**src/rtl/mul_pkg.sv**
```systemverilog
// mul_pkg: shared state type and default sizing for the multiplier driver.
package mul_pkg;
   typedef enum logic [2:0] {IDLE, ISSUE, WAIT, CAPTURE, HOLD} mul_driver_state_t;
   localparam int MUL_WIDTH = 10;
   localparam int MUL_TIMEOUT = 16;
endpackage

```
**src/rtl/mul_driver_if.sv**
```systemverilog
// mul_driver_if: operand stream, multiplier start/valid bus and result stream of the driver.
interface mul_driver_if import mul_pkg::*; #(parameter int WIDTH = MUL_WIDTH);
   logic in_valid, in_ready;
   logic signed [WIDTH:0] in_a, in_b;
   logic mul_start, mul_valid;
   logic signed [WIDTH:0] mul_a, mul_b;
   logic signed [2*WIDTH+1:0] mul_c;
   logic out_valid, out_ready, out_err;
   logic signed [2*WIDTH+1:0] out_c;
   modport master (
      input in_valid, in_a, in_b, mul_c, mul_valid, out_ready,
      output in_ready, mul_start, mul_a, mul_b, out_valid, out_c, out_err
   );
   modport slave (
      output in_valid, in_a, in_b, mul_c, mul_valid, out_ready,
      input in_ready, mul_start, mul_a, mul_b, out_valid, out_c, out_err
   );
endinterface

```
**src/rtl/cycle_watchdog.sv**
```systemverilog
// cycle_watchdog: counts enabled cycles since the last clear; expired while the count equals limit.
module cycle_watchdog #(parameter int CW = 5) (
   input logic clock,
   input logic reset,
   input logic clear,
   input logic enable,
   input logic [CW-1:0] limit,
   output logic expired
);
   logic [CW-1:0] count;
   always_ff @(posedge clock)
      if (reset || clear) count <= '0;
      else if (enable && !expired) count <= count + 1'b1;
   assign expired = count == limit;
endmodule

```
**src/rtl/mul_driver.sv**
```systemverilog
// mul_driver: accepts operand pairs, pulses start to a multi-cycle multiplier and buffers its product.
// Defining MUL_DRIVER_TIMEOUT_EN adds a WAIT watchdog that returns a zero product flagged by out_err.
module mul_driver import mul_pkg::*; #(
   parameter int WIDTH = MUL_WIDTH,
   parameter int TIMEOUT = MUL_TIMEOUT
) (
   input logic clock,
   input logic reset,
   mul_driver_if.master bus
);
   mul_driver_state_t state, next;
   logic timeout;
   if (TIMEOUT < 2) begin : g_bad_timeout
      $error("TIMEOUT must be at least 2");
   end
`ifdef MUL_DRIVER_TIMEOUT_EN
   localparam int CW = $clog2(TIMEOUT + 1);
   logic expired;
   cycle_watchdog #(.CW(CW)) u_watchdog (
      .clock(clock),
      .reset(reset),
      .clear(state == ISSUE),
      .enable(state == WAIT && !bus.mul_valid),
      .limit(CW'(TIMEOUT - 1)),
      .expired(expired)
   );
   // a late mul_valid on the expiry cycle still wins over the timeout
   assign timeout = state == WAIT && !bus.mul_valid && expired;
`else
   assign timeout = 1'b0;
`endif
   always_ff @(posedge clock)
      if (reset) begin
         state <= IDLE;
         bus.mul_a <= '0;
         bus.mul_b <= '0;
         bus.out_c <= '0;
         bus.out_err <= 1'b0;
      end else begin
         state <= next;
         if (state == IDLE && bus.in_valid) begin
            bus.mul_a <= bus.in_a;
            bus.mul_b <= bus.in_b;
         end
         if (state == CAPTURE) begin
            bus.out_c <= bus.mul_c;
            bus.out_err <= 1'b0;
         end else if (timeout) begin
            bus.out_c <= '0;
            bus.out_err <= 1'b1;
         end
      end
   // mul_c is registered in the multiplier, so it is sampled in CAPTURE, one cycle after mul_valid
   always_comb begin
      next = state;
      case (state)
         IDLE: next = bus.in_valid ? ISSUE : IDLE;
         ISSUE: next = WAIT;
         WAIT: next = bus.mul_valid ? CAPTURE : timeout ? HOLD : WAIT;
         CAPTURE: next = HOLD;
         HOLD: next = bus.out_ready ? IDLE : HOLD;
         default: next = IDLE;
      endcase
   end
   assign bus.in_ready = state == IDLE;
   assign bus.mul_start = state == ISSUE;
   assign bus.out_valid = state == HOLD;
endmodule

```
**src/flat_wrapper.sv**
```systemverilog
// flat-port wrapper written by rule: the top's interface ports become plain ports
module mul_driver_flat import mul_pkg::*;
#(
   parameter int WIDTH = MUL_WIDTH,
   parameter int TIMEOUT = MUL_TIMEOUT
)
  (clock, reset, bus_in_valid, bus_in_a, bus_in_b, bus_mul_c, bus_mul_valid, bus_out_ready, bus_in_ready, bus_mul_start, bus_mul_a, bus_mul_b, bus_out_valid, bus_out_c, bus_out_err);
  mul_driver_if #(.WIDTH(WIDTH)) bus_i ();
  input logic clock;
  input logic reset;
  input wire logic [$bits(bus_i.in_valid)-1:0] bus_in_valid;
  input wire logic [$bits(bus_i.in_a)-1:0] bus_in_a;
  input wire logic [$bits(bus_i.in_b)-1:0] bus_in_b;
  input wire logic [$bits(bus_i.mul_c)-1:0] bus_mul_c;
  input wire logic [$bits(bus_i.mul_valid)-1:0] bus_mul_valid;
  input wire logic [$bits(bus_i.out_ready)-1:0] bus_out_ready;
  output wire logic [$bits(bus_i.in_ready)-1:0] bus_in_ready;
  output wire logic [$bits(bus_i.mul_start)-1:0] bus_mul_start;
  output wire logic [$bits(bus_i.mul_a)-1:0] bus_mul_a;
  output wire logic [$bits(bus_i.mul_b)-1:0] bus_mul_b;
  output wire logic [$bits(bus_i.out_valid)-1:0] bus_out_valid;
  output wire logic [$bits(bus_i.out_c)-1:0] bus_out_c;
  output wire logic [$bits(bus_i.out_err)-1:0] bus_out_err;
  assign bus_i.in_valid = bus_in_valid;
  assign bus_i.in_a = bus_in_a;
  assign bus_i.in_b = bus_in_b;
  assign bus_i.mul_c = bus_mul_c;
  assign bus_i.mul_valid = bus_mul_valid;
  assign bus_i.out_ready = bus_out_ready;
  assign bus_in_ready = bus_i.in_ready;
  assign bus_mul_start = bus_i.mul_start;
  assign bus_mul_a = bus_i.mul_a;
  assign bus_mul_b = bus_i.mul_b;
  assign bus_out_valid = bus_i.out_valid;
  assign bus_out_c = bus_i.out_c;
  assign bus_out_err = bus_i.out_err;
  mul_driver #(.WIDTH(WIDTH), .TIMEOUT(TIMEOUT)) u_core (.clock(clock), .reset(reset), .bus(bus_i));
endmodule
```
**config.mk**
```make
export PLATFORM = sky130hd
export DESIGN_NAME = mul_driver_flat
export DESIGN_NICKNAME = d
export VERILOG_FILES = /design/src/rtl/mul_pkg.sv /design/src/rtl/mul_driver_if.sv /design/src/rtl/cycle_watchdog.sv /design/src/rtl/mul_driver.sv /design/src/flat_wrapper.sv
export SDC_FILE = /design/constraint.sdc
export NUM_CORES = 1
export LEC_CHECK = 0
export CORE_MARGIN = 5
export CORE_UTILIZATION = 35
export DETAILED_ROUTE_END_ITERATION = 8
export PLACE_DENSITY = 0.69
export SYNTH_ARGS = -nofsm -noshare
export SYNTH_HDL_FRONTEND = slang
export SYNTH_SLANG_ARGS = --single-unit
```
**constraint.sdc**
```tcl
create_clock -name clock -period 1.6 [get_ports clock]
set_input_delay 0.24 -clock clock [delete_from_list [all_inputs] [get_ports clock]]
set_output_delay 0.24 -clock clock [all_outputs]
set_load 0.005 [all_outputs]
```
==> impl_metrics.sql <==
INSERT INTO impl_metrics (metric_group, metric, value, unit) VALUES
('run_status', 'outcome', 'complete, no violations', ''),
('synth', 'ys_types', '17', ''),
('clocking', 'cts-root-to-sink-buffers', '2', ''),
('drt', 'post_drt_via_cell_ratio', '4.39', ''),
('timing', 'hold_ws', '444', 'ps'),
('synth', 'syn_area', '0.00217', 'mm^2'),
('die', 'row_count', '28', ''),
('synth', 'synthMostInstantiatedCell', 'sky130_fd_sc_hd__nand2b_1', ''),
('drt', 'via_count', '1636', ''),
('synth', 'synth_seq_area_share', '0.433', ''),
('run', 'cap_violations', '0', ''),
('die', 'die_footprint', '0.00788', 'mm^2'),
('clocking', 'cts.reportedPaths.clkPinSlew', '80', 'ps'),
('clocking', 'tritoncts_sink_count', '47', ''),
('power_and_ir_drop', 'leakage_power_total', '1.16', 'nW'),
('clocking', 'clk_root_buffer_cell', 'sky130_fd_sc_hd__clkbuf_8', ''),
('die', 'design.portCount', '97', ''),
('global_routing', 'grt-ovfl-total', '0', ''),
('setup_path', 'worst_path_required', '1360', 'ps'),
('clocking', 'cts_hold_repair.buffers', '0', ''),
('clocking', 'cts_inserted_buffers', '5', ''),
('setup_path', 'worst_setup_path_start_kind', 'flop', ''),
('setup_path', 'setup.worst_path.end_class', 'output pin', ''),
('drt', 'first_iter_violations', '50', ''),
('min_path', 'holdCritPathClass', 'in2reg', ''),
('die', 'die-width', '88.8', 'um'),
('die', 'die-height', '88.8', 'um'),
('timing', 'finalHoldViolations', '0', ''),
('setup_path', 'critical_path.max_stage_delay', '530', 'ps'),
('cells_and_area', 'final_net_count', '346', ''),
('synth', 'synth.top_cells.by_area', 'sky130_fd_sc_hd__dfxtp_1 43%, sky130_fd_sc_hd__nand2b_1 25%, sky130_fd_sc_hd__mux2i_1 21%', ''),
('synth', 'yosysTopAreaCell', 'sky130_fd_sc_hd__dfxtp_1', ''),
('clocking', 'clock_latency', '290', 'ps'),
('cells_and_area', 'layout-area-overhead-vs-synth', '48.8', '%'),
('clocking', 'tritoncts', 'done', ''),
('global_routing', 'grt_max_degree', '92', ''),
('synth', 'synth_seq_cells', '47', ''),
('synth', 'synth_fp_nets', '259', ''),
('synth', 'yosys.area.top_type_share', '0.433', ''),
('timing', 'maxSlewViolCount', '0', ''),
('synth', 'synthFlopType', 'sky130_fd_sc_hd__dfxtp_1', ''),
('timing', 'layout_min_cycle_time', '1410', 'ps'),
('timing', 'setup_tns', '0', 'ps'),
('synth', 'netlist_top_cells_count', '88 x sky130_fd_sc_hd__nand2b_1, 47 x sky130_fd_sc_hd__dfxtp_1, 45 x sky130_fd_sc_hd__mux2i_1', ''),
('clocking', 'depth_of_the_cts_h_tree', '2', ''),
('power_and_ir_drop', 'powerDensity', '769', 'mW/mm^2'),
('global_routing', 'grt_usage', '0.127', ''),
('global_routing', 'grt_antenna_before_repair', '0', ''),
('setup_path', 'critPathBufInv', '1', ''),
('drt', 'wire_per_inst', '12.9', 'um'),
('drt', 'antenna_violating_nets_post_route', '0', ''),
('setup_path', 'worst-path-max-fanout', '2', ''),
('synth', 'syn_area_per_cell', '10.3', 'um^2'),
('global_routing', 'wire_length_of_the_first_global_routing_pass', '7840', 'um'),
('cells_and_area', 'antenna_cells_inserted', '0', ''),
('die', 'initial_utilization', '0.362', ''),
('setup_path', 'cp_top_family', 'buffers and inverters', ''),
('power_and_ir_drop', 'ir_drop', '0.000407', 'V'),
('placement', 'dp.final_hpwl', '3380', 'um'),
('drt', 'postRouteWirelength', '4810', 'um'),
('timing', 'fin_crit_sh', '0.879', ''),
('placement', 'buffer_ports.inserted', '95', ''),
('die', 'core-area', '0.00599', 'mm^2'),
('timing', 'final-setup-viol-count', '0', ''),
('timing', 'max_clock_freq', '0.711', 'GHz'),
('synth', 'synthesis.yosys.warnings', '0', ''),
('timing', 'final.setup_skew', '6.33', 'ps'),
('setup_path', 'setup.reg_to_reg.worst_slack', '270', 'ps'),
('synth', 'postSynth.asyncResetShare', '0', ''),
('synth', 'post_synthesis_cell_count', '210', ''),
('setup_path', 'arrival', '1170', 'ps'),
('cells_and_area', 'drive_above_1_share', '0.0537', ''),
('synth', 'count_of_flip_flops_with_a_built_in_enable_after_synthesis', '0', ''),
('global_routing', 'via_count_of_the_first_global_routing_pass', '1601', ''),
('power_and_ir_drop', 'design_power_total', '2.48', 'mW'),
('setup_path', 'critical-path-slowest-cell', 'sky130_fd_sc_hd__clkdlybuf4s50_1', ''),
('setup_path', 'worst-setup-path-type', 'reg2out', ''),
('cells_and_area', 'fin_util', '0.539', ''),
('drt', 'dr.pass1.iters', '4', ''),
('drt', 'drc', '0', ''),
('setup_path', 'timing.critical_path.cells', 'clkdlybuf4s50_1', ''),
('timing', 'grt_setup_unrepaired', 'no', ''),
('placement', 'routabilityCongestion', '0.677', '');
-- path summary, 6_finish.rpt --
| kind | startpoint | endpoint | cells after the start |
|---|---|---|---|
| min | reset | u_core.state[1] | 3 |
| max reg2reg | u_core.state[0] | u_core.bus.mul_a[9] | 4 |
| max | u_core.bus.mul_b[1] | bus_mul_b[1] | 1 |
| min reg2reg | u_core.bus.out_c[2] | u_core.bus.out_c[2] | 2 |
-- placed cells by master, fill, tap and decap left out --
cell,instances
sky130_fd_sc_hd__and3b_2,1
sky130_fd_sc_hd__buf_12,3
sky130_fd_sc_hd__buf_2,1
sky130_fd_sc_hd__buf_4,1
sky130_fd_sc_hd__clkbuf_1,2
sky130_fd_sc_hd__clkbuf_8,5
sky130_fd_sc_hd__clkdlybuf4s50_1,91
sky130_fd_sc_hd__clkinv_2,1
sky130_fd_sc_hd__conb_1,1
sky130_fd_sc_hd__dfxtp_1,45
sky130_fd_sc_hd__dfxtp_4,2
sky130_fd_sc_hd__dlygate4sd2_1,3
sky130_fd_sc_hd__mux2i_1,45
sky130_fd_sc_hd__nand2b_1,88
sky130_fd_sc_hd__nor3_1,2
sky130_fd_sc_hd__nor3b_1,2
sky130_fd_sc_hd__nor4_1,1
sky130_fd_sc_hd__nor4b_1,1
sky130_fd_sc_hd__nor4b_4,1
sky130_fd_sc_hd__o21ba_2,1
sky130_fd_sc_hd__xnor2_1,1
-- what timing repair did --
action | CTS | global route
setup buffers | 0 | 0
endpoints found under the setup margin | 3 | 0
gates resized for setup | 7 | 0
-- state kept, by name, indices dropped and copies added (netlist names) --
| signal | flops |
|---|---|
| u_core.bus.mul_a | 11 |
| u_core.state | 3 |
| u_core.bus.mul_b | 11 |
| u_core.bus.out_c | 22 |
-- kinds of logic after synthesis --
logic type                after synthesis  synth area share
AOI/OAI and AO/OA                       1           0.00461
and+or+nand+nor                        96             0.288
buffers and inverters                  19            0.0611
muxes                                  45             0.207
xor gates and xnor gates                1           0.00404
DFF                                    47             0.433
other                                   1           0.00173
-- worst reg2reg max path, cell delays in order (launching register included) --
cell and delay [ps]:
sky130_fd_sc_hd__dfxtp_1 340, sky130_fd_sc_hd__buf_4 160, sky130_fd_sc_hd__nor4b_4 320, sky130_fd_sc_hd__buf_12 240, sky130_fd_sc_hd__mux2i_1 210
-- area by class of cell --
class | instances | area [um^2]
multi-input cells | 144 | 1100
clock buffers | 7 | 76.3
repair buffers | 99 | 1010
well taps | 75 | 93.8
clock inverters | 1 | 5.00
flip-flops and latches | 47 | 948
fillers | 556 | 2760
-- layer usage --
metal,global-route usage,vias to the layer above,share of wire
li1,-,849,-
met4,0.0412,0,0.0096
met2,0.200,53,0.46
met3,0.0456,6,0.096
met1,0.162,728,0.43
met5,0,-,0
-- through the flow --
step	area, um^2	std cells	setup WS (ps)
2_1_floorplan	2170	210	343
3_3_place_gp	3150	365	139
3_5_place_dp	3150	365	90.1
4_1_cts	3230	373	167
5_1_grt	3230	373	128
6_report	3230	373	194
-- report_power, final --
group / leakage (nW) / switching [mW] / internal [mW] / total (mW)
logic: 0.738 / 0.168 / 0.349 / 0.517
clock network: 0.0422 / 0.378 / 0.307 / 0.686
registers: 0.384 / 0.0445 / 1.24 / 1.28
Power figures use the tool's default switching activity.
